--- src/rtl/wave_pkg.sv ---
// wave_pkg: shared widths, pipeline latency and palette for the scrolling-wave pixel generator.
package wave_pkg;
    localparam int PIXEL_W   = 12;
    localparam int LUT_DEPTH = 256;
    localparam int LUT_W     = 8;
    localparam int PIPE_LAT  = 3;
    localparam logic [PIXEL_W-1:0] SKY_COLOR   = 12'h006;
    localparam logic [PIXEL_W-1:0] WATER_COLOR = 12'h024;
    localparam logic [PIXEL_W-1:0] WAVE_COLOR  = 12'h0CF;
    localparam logic [PIXEL_W-1:0] GRID_COLOR  = 12'h444;
endpackage

--- src/rtl/wave_pixel_gen_sine_lut.sv ---
// sine_lut: 256-entry signed sine ROM, round(127*sin(2*pi*idx/256)), registered read.
module sine_lut
    import wave_pkg::*;
(
    input  logic                          vclock,
    input  logic                          reset_n,
    input  logic [$clog2(LUT_DEPTH)-1:0]  idx_i,
    output logic signed [LUT_W-1:0]       s_o
);
    // First quarter period only; the other three quadrants are mirrored / negated.
    localparam logic [6:0] QUARTER [65] = '{
          0,   3,   6,   9,  12,  16,  19,  22,  25,  28,  31,  34,  37,  40,  43,  46,
         49,  51,  54,  57,  60,  63,  65,  68,  71,  73,  76,  78,  81,  83,  85,  88,
         90,  92,  94,  96,  98, 100, 102, 104, 106, 107, 109, 111, 112, 113, 115, 116,
        117, 118, 120, 121, 122, 122, 123, 124, 125, 125, 126, 126, 126, 127, 127, 127,
        127
    };
    logic [6:0]       k;
    logic [LUT_W-1:0] s_d, s_q;
    always_comb begin
        k   = idx_i[6] ? 7'd64 - {1'b0, idx_i[5:0]} : {1'b0, idx_i[5:0]};
        s_d = idx_i[7] ? -{1'b0, QUARTER[k]} : {1'b0, QUARTER[k]};
    end
    always_ff @(posedge vclock)
        s_q <= !reset_n ? '0 : s_d;
    assign s_o = s_q;
endmodule

--- src/rtl/wave_pixel_gen.sv ---
// wave_pixel_gen: 3-stage pixel pipeline drawing a scrolling sine wave over sky/water.
// Define WAVE_GRID_EN to overlay a 64-pixel debug grid.
module wave_pixel_gen #(
    parameter int          WAVE_CENTER = 384,
    parameter int          THICK       = 4,
    parameter logic [11:0] WAVE_COLOR  = wave_pkg::WAVE_COLOR,
    parameter logic [11:0] SKY_COLOR   = wave_pkg::SKY_COLOR,
    parameter logic [11:0] WATER_COLOR = wave_pkg::WATER_COLOR
) (
    input  logic        vclock,
    input  logic        reset_n,
    input  logic [10:0] hcount,
    input  logic [9:0]  vcount,
    input  logic        hsync,
    input  logic        vsync,
    input  logic        blank,
    input  logic [3:0]  speed,
    input  logic        pause,
    output logic [11:0] pixel,
    output logic        hsync_out,
    output logic        vsync_out,
    output logic        blank_out,
    output logic        frame_tick
);
    import wave_pkg::*;

    localparam logic [2:0] SYNC_RST = 3'b001;

    logic [7:0]              phase_q, phase_d, idx_q;
    logic [9:0]              vc1_q, vc2_q;
    logic [2:0]              sync_q [PIPE_LAT];
    logic                    tick_q, rise, grid;
    logic signed [LUT_W-1:0] s;
    logic [10:0]             wave_y;
    logic [11:0]             diff, adiff;
    logic [PIXEL_W-1:0]      pixel_q, pixel_d;
    logic                    unused_hcount;

    assign unused_hcount = ^{hcount[10], hcount[1:0]};

    sine_lut u_lut (
        .vclock  (vclock),
        .reset_n (reset_n),
        .idx_i   (idx_q),
        .s_o     (s)
    );

`ifdef WAVE_GRID_EN
    logic [5:0] hc1_q, hc2_q;
    always_ff @(posedge vclock) begin
        if (!reset_n) begin
            hc1_q <= '0;
            hc2_q <= '0;
        end else begin
            hc1_q <= hcount[5:0];
            hc2_q <= hc1_q;
        end
    end
`endif

    // sync_q[0] doubles as the registered vsync for edge detection.
    always_comb begin
        rise    = vsync & ~sync_q[0][1];
        phase_d = (rise && !pause) ? phase_q + {4'd0, speed} : phase_q;
        wave_y  = 11'(WAVE_CENTER) + {{3{s[LUT_W-1]}}, s};
        diff    = {2'b00, vc2_q} - {wave_y[10], wave_y};
        adiff   = diff[11] ? -diff : diff;
`ifdef WAVE_GRID_EN
        grid    = hc2_q == 6'd0 || vc2_q[5:0] == 6'd0;
`else
        grid    = 1'b0;
`endif
        pixel_d = sync_q[1][0]          ? '0          :
                  adiff < 12'(THICK)    ? WAVE_COLOR  :
                  grid                  ? GRID_COLOR  :
                  diff[11]              ? SKY_COLOR   : WATER_COLOR;
    end

    always_ff @(posedge vclock) begin
        if (!reset_n) begin
            phase_q <= '0;
            idx_q   <= '0;
            vc1_q   <= '0;
            vc2_q   <= '0;
            tick_q  <= 1'b0;
            pixel_q <= '0;
            for (int i = 0; i < PIPE_LAT; i++) sync_q[i] <= SYNC_RST;
        end else begin
            phase_q   <= phase_d;
            idx_q     <= hcount[9:2] + phase_q;
            vc1_q     <= vcount;
            vc2_q     <= vc1_q;
            tick_q    <= rise;
            pixel_q   <= pixel_d;
            sync_q[0] <= {hsync, vsync, blank};
            for (int i = 1; i < PIPE_LAT; i++) sync_q[i] <= sync_q[i-1];
        end
    end

    assign pixel                           = pixel_q;
    assign {hsync_out, vsync_out, blank_out} = sync_q[PIPE_LAT-1];
    assign frame_tick                      = tick_q;
endmodule

--- config.mk ---
export PLATFORM = sky130hd
export DESIGN_NAME = wave_pixel_gen
export DESIGN_NICKNAME = d
export VERILOG_FILES = /design/src/rtl/wave_pkg.sv /design/src/rtl/wave_pixel_gen_sine_lut.sv /design/src/rtl/wave_pixel_gen.sv
export SDC_FILE = /design/constraint.sdc
export NUM_CORES = 1
export LEC_CHECK = 0
export CAP_MARGIN = 20
export CORE_MARGIN = 3
export CORE_UTILIZATION = 51
export DETAILED_ROUTE_END_ITERATION = 10
export PLACE_DENSITY = 0.77
export SKIP_LAST_GASP = 1
export SLEW_MARGIN = 30
export SYNTH_ARGS = -nofsm -noshare
export SYNTH_HDL_FRONTEND = slang
export SYNTH_SLANG_ARGS = --single-unit
--- constraint.sdc ---
create_clock -name vclock -period 3.15 [get_ports vclock]
set_clock_uncertainty 0.15 [all_clocks]
set_input_delay 0.315 -clock vclock [delete_from_list [all_inputs] [get_ports vclock]]
set_output_delay 0.315 -clock vclock [all_outputs]
set_load 0.02 [all_outputs]
==> results.yml <==
floorplan:
  core_area_um2: 7450
  fp.dieH_um: 95.0
  initial_core_util_pct: 54.2
  io_pins: 47
  fp.dieW_um: 95.0
  placement_rows: 31
  dieArea_um2: 9020
worst_setup_path:
  crit_arrival_ns: 3.14
  r2r-start: "u_lut.s_o[5]"
  r2r_end: "pixel[6]"
  critPathCaptureType: "register"
  r2r_slack_ns: 0.12
  critPathKind: "reg2reg"
  worst-path-max-fanout: 5
  cp_slowest_stage_delay_ns: 0.37
  startpoint_type: "register"
  reg2regPathDepth: 11
  critical_path_required_ns: 3.26
  crit_slowest_cell: "ha_1"
  crit_chain: "inv_1, ha_1, ha_1, a21o_1, a21oi_1, a21oi_1, or3_1, and2_1, a211o_1, o32a_1, nor3_1"
run_status:
  outcome: "complete, no violations"
grt:
  grt_max_degree: 44
  grt_pass1_vias: 3345
  antenna_found_initial: 0
  grt_overflow: 0
  grt_usage_pct: 21.4
  grt_pass1_wl_um: 15400
placement:
  place_ws_ns: -0.0307
  dp_hpwl_um: 6970
  dp_cells: 612
  gp_congestion: 0.934
  port_buffers: 38
layout:
  drive_above_1_share_pct: 16.7
  regArea_um2: 1170
  fillCellCount: 623
  antennaDiodeCount: 0
  areaGrowthSynthToFinish_pct: 23.5
  multi_input_area_um2: 2710
  final_cells: 631
  nets: 596
flow_run:
  drv_cap: 0
clocking:
  clk_pin_slew_ns: 0.07
  clk-insertion-delay-late_ns: 0.33
  cts_buffers: 9
  postCtsHoldBufs: 0
  clockBufferDepth: 2
  root_buffer: "clkbuf_8"
  cts_sinks: 58
  cts_tree: "built"
  h-tree-depth: 3
synthesis:
  synth-edff-count: 0
  synthCells: 470
  synth_flop_cell: "dfxtp_1"
  yosysWarnings: 0
  yosysSeqAreaShare_pct: 28.8
  syn_area_per_cell_um2: 8.59
  netlist_area_um2: 4040
  synth.distinct_cells: 70
  async_flop_share_pct: 0
  ys_seq_elements: 58
pwr:
  power_uw: 2680
  netSwitchingFraction_pct: 34.4
  power_density_nw_per_um2: 538
  combPwrFrac_pct: 41.4
  power_frac_seq_pct: 30.7
  clkPwrFrac_pct: 28.0
  p_int_uw: 1760
  vdd_drop_max_mv: 0.282
  switching_power_uw: 923
  p_leak_uw: 0.00216
sta:
  fin_setup_tns_ns: 0
  fin_crit_ns: 3.03
  hold_viol: 0
  layout_setup_ws_ns: 0.116
  holdWs_ns: 0.272
  finalSetupViolCount: 0
  max_freq_ghz: 0.330
  worst_pin_slew_ns: 0.494
  maxSlewViolCount: 0
  slew_headroom_pct: 66.2
  fin_crit_sh_pct: 96.3
hold_path:
  hp-class: "reg2reg"
  hold_end: "sync_q[0][3]"
  worstHoldPathCells: 1
  hold_start: "sync_q[0][0]"
routing:
  routedWlPerCell_um: 14.6
  vias: 3532
  wl_um: 9210
  remaining_drc_errors: 0
  vias_per_cell: 5.60
  ant_nets: 0
  drt-initial-drc-count: 205
  first_pass_iters: 5
## worst max-delay path by stage
stage	startpoint	end	slack [ns]
final	u_lut.s_o[5]	pixel[6]	0.12
after CTS	u_lut.s_o[1]	pixel[1]	0.02
after detailed placement	vc2_q[0]	pixel[1]	-0.03
after global routing	idx_q[0]	u_lut.s_o[5]	-0.008
after floorplan	idx_q[1]	u_lut.s_o[6]	0.04
after global placement	u_lut.s_o[1]	pixel[1]	0.07
## layout make-up
| type | count | share of cell area [%] |
|---|---|---|
| Inverter | 30 | 2.26 |
| Multi-Input combinational cell | 355 | 54.3 |
| Timing Repair Buffer | 73 | 13.2 |
| Sequential cell | 58 | 23.4 |
| Clock inverter | 5 | 1.56 |
| Tap cell | 99 | 2.48 |
| Clock buffer | 11 | 2.84 |
## per-layer routing
layer	share of wire [%]	up-vias	GRT usage, %
met5	0	-	0
met4	1.8	0	6.61
met3	3.8	15	4.22
met2	50	88	36.3
met1	45	1661	27.5
li1	-	1768	-
## Yosys cell counts (10+ instances only)
| cell type | instances | area [µm²] |
|---|---|---|
| a21oi_1 | 22 | 110 |
| ha_1 | 34 | 425 |
| nor2b_1 | 12 | 75.1 |
| nand2_1 | 26 | 97.6 |
| nor2_1 | 25 | 93.8 |
| o21ai_0 | 22 | 110 |
| nand2b_1 | 13 | 81.3 |
| dfxtp_1 | 58 | 1160 |
| buf_4 | 10 | 75.1 |
| inv_1 | 30 | 113 |
| xnor2_1 | 14 | 123 |
| clkbuf_1 | 13 | 48.8 |
| and2_1 | 40 | 250 |
## kinds of logic after synthesis
family | after synthesis | synth area share [%]
AND/OR/NAND/NOR | 165 | 23.1
AO/OA/AOI/OAI | 114 | 20.7
buffers and inverters | 61 | 7.16
flip-flops | 58 | 28.8
adder cells (fa/ha/maj) | 38 | 12.5
XOR/XNOR | 23 | 5.18
multiplexers | 10 | 2.51
other | 1 | 0.0929
## layout by cell type, fill, tap and decap left out, types with 3 or more instances in the layout
master and count:
nand4_1 4, a2111oi_2 3, nor4_1 3, xnor2_1 13
clkbuf_8 10, nor3_1 9, a211oi_1 3, nand2b_1 13
a221oi_1 3, and2_1 40, o31ai_1 3, nand2_1 26
o21a_1 4, a21oi_1 21, o21ai_0 21, nor2b_1 12
dfxtp_2 4, a21o_1 7, o211ai_1 5, conb_1 5
xor2_1 7, inv_1 29, mux2i_1 9, nor2_1 25
ha_1 33, a31oi_1 4, o22ai_1 3, clkdlybuf4s50_1 38
o211a_1 4, buf_4 33, dfxtp_1 54, nand3_1 9
fa_1 3, or3_1 3
## worst max-delay path: cells and delay by family, from the launching register on
family	cells	cell delay (ns)
adders and majority gates	2	0.65
AOI/OAI and AO/OA	5	1.11
and+or+nand+nor	3	0.67
DFF	1	0.33
buffers and inverters	1	0.05
## flip-flops by register name, summed over array words and instances (netlist names)
name and flops:
u_lut.s_o 8, pixel 4, phase_q 8, idx_q 8, sync_q 9, vc1_q 10
frame_tick 1, vc2_q 10
## per-stage QoR
step | util (%) | instance area [µm²]
after global placement | 62.4 | 4650
after CTS | 65.5 | 4880
after global routing | 67.0 | 4990
after floorplan | - | 4080
final | 67.0 | 4990
after detailed placement | 62.4 | 4650
## power groups by stage
stage                     Combinational [µW]  Sequential [µW]  Clock (µW)
after floorplan                          771              824           0
after global placement                  1000              835           0
after detailed placement                1030              837           0
after CTS                               1040              822         760
after global routing                    1240              831         791
final                                   1110              824         750
## what timing repair did
action / CTS / global route
gates resized for setup: 4 / 22
pin swaps: 0 / 3
buffers inserted: 0 / 3
hold endpoints to repair: 0 / 0
setup endpoints to repair: 4 / 7
No activity file was read; power rests on OpenSTA's default activity.
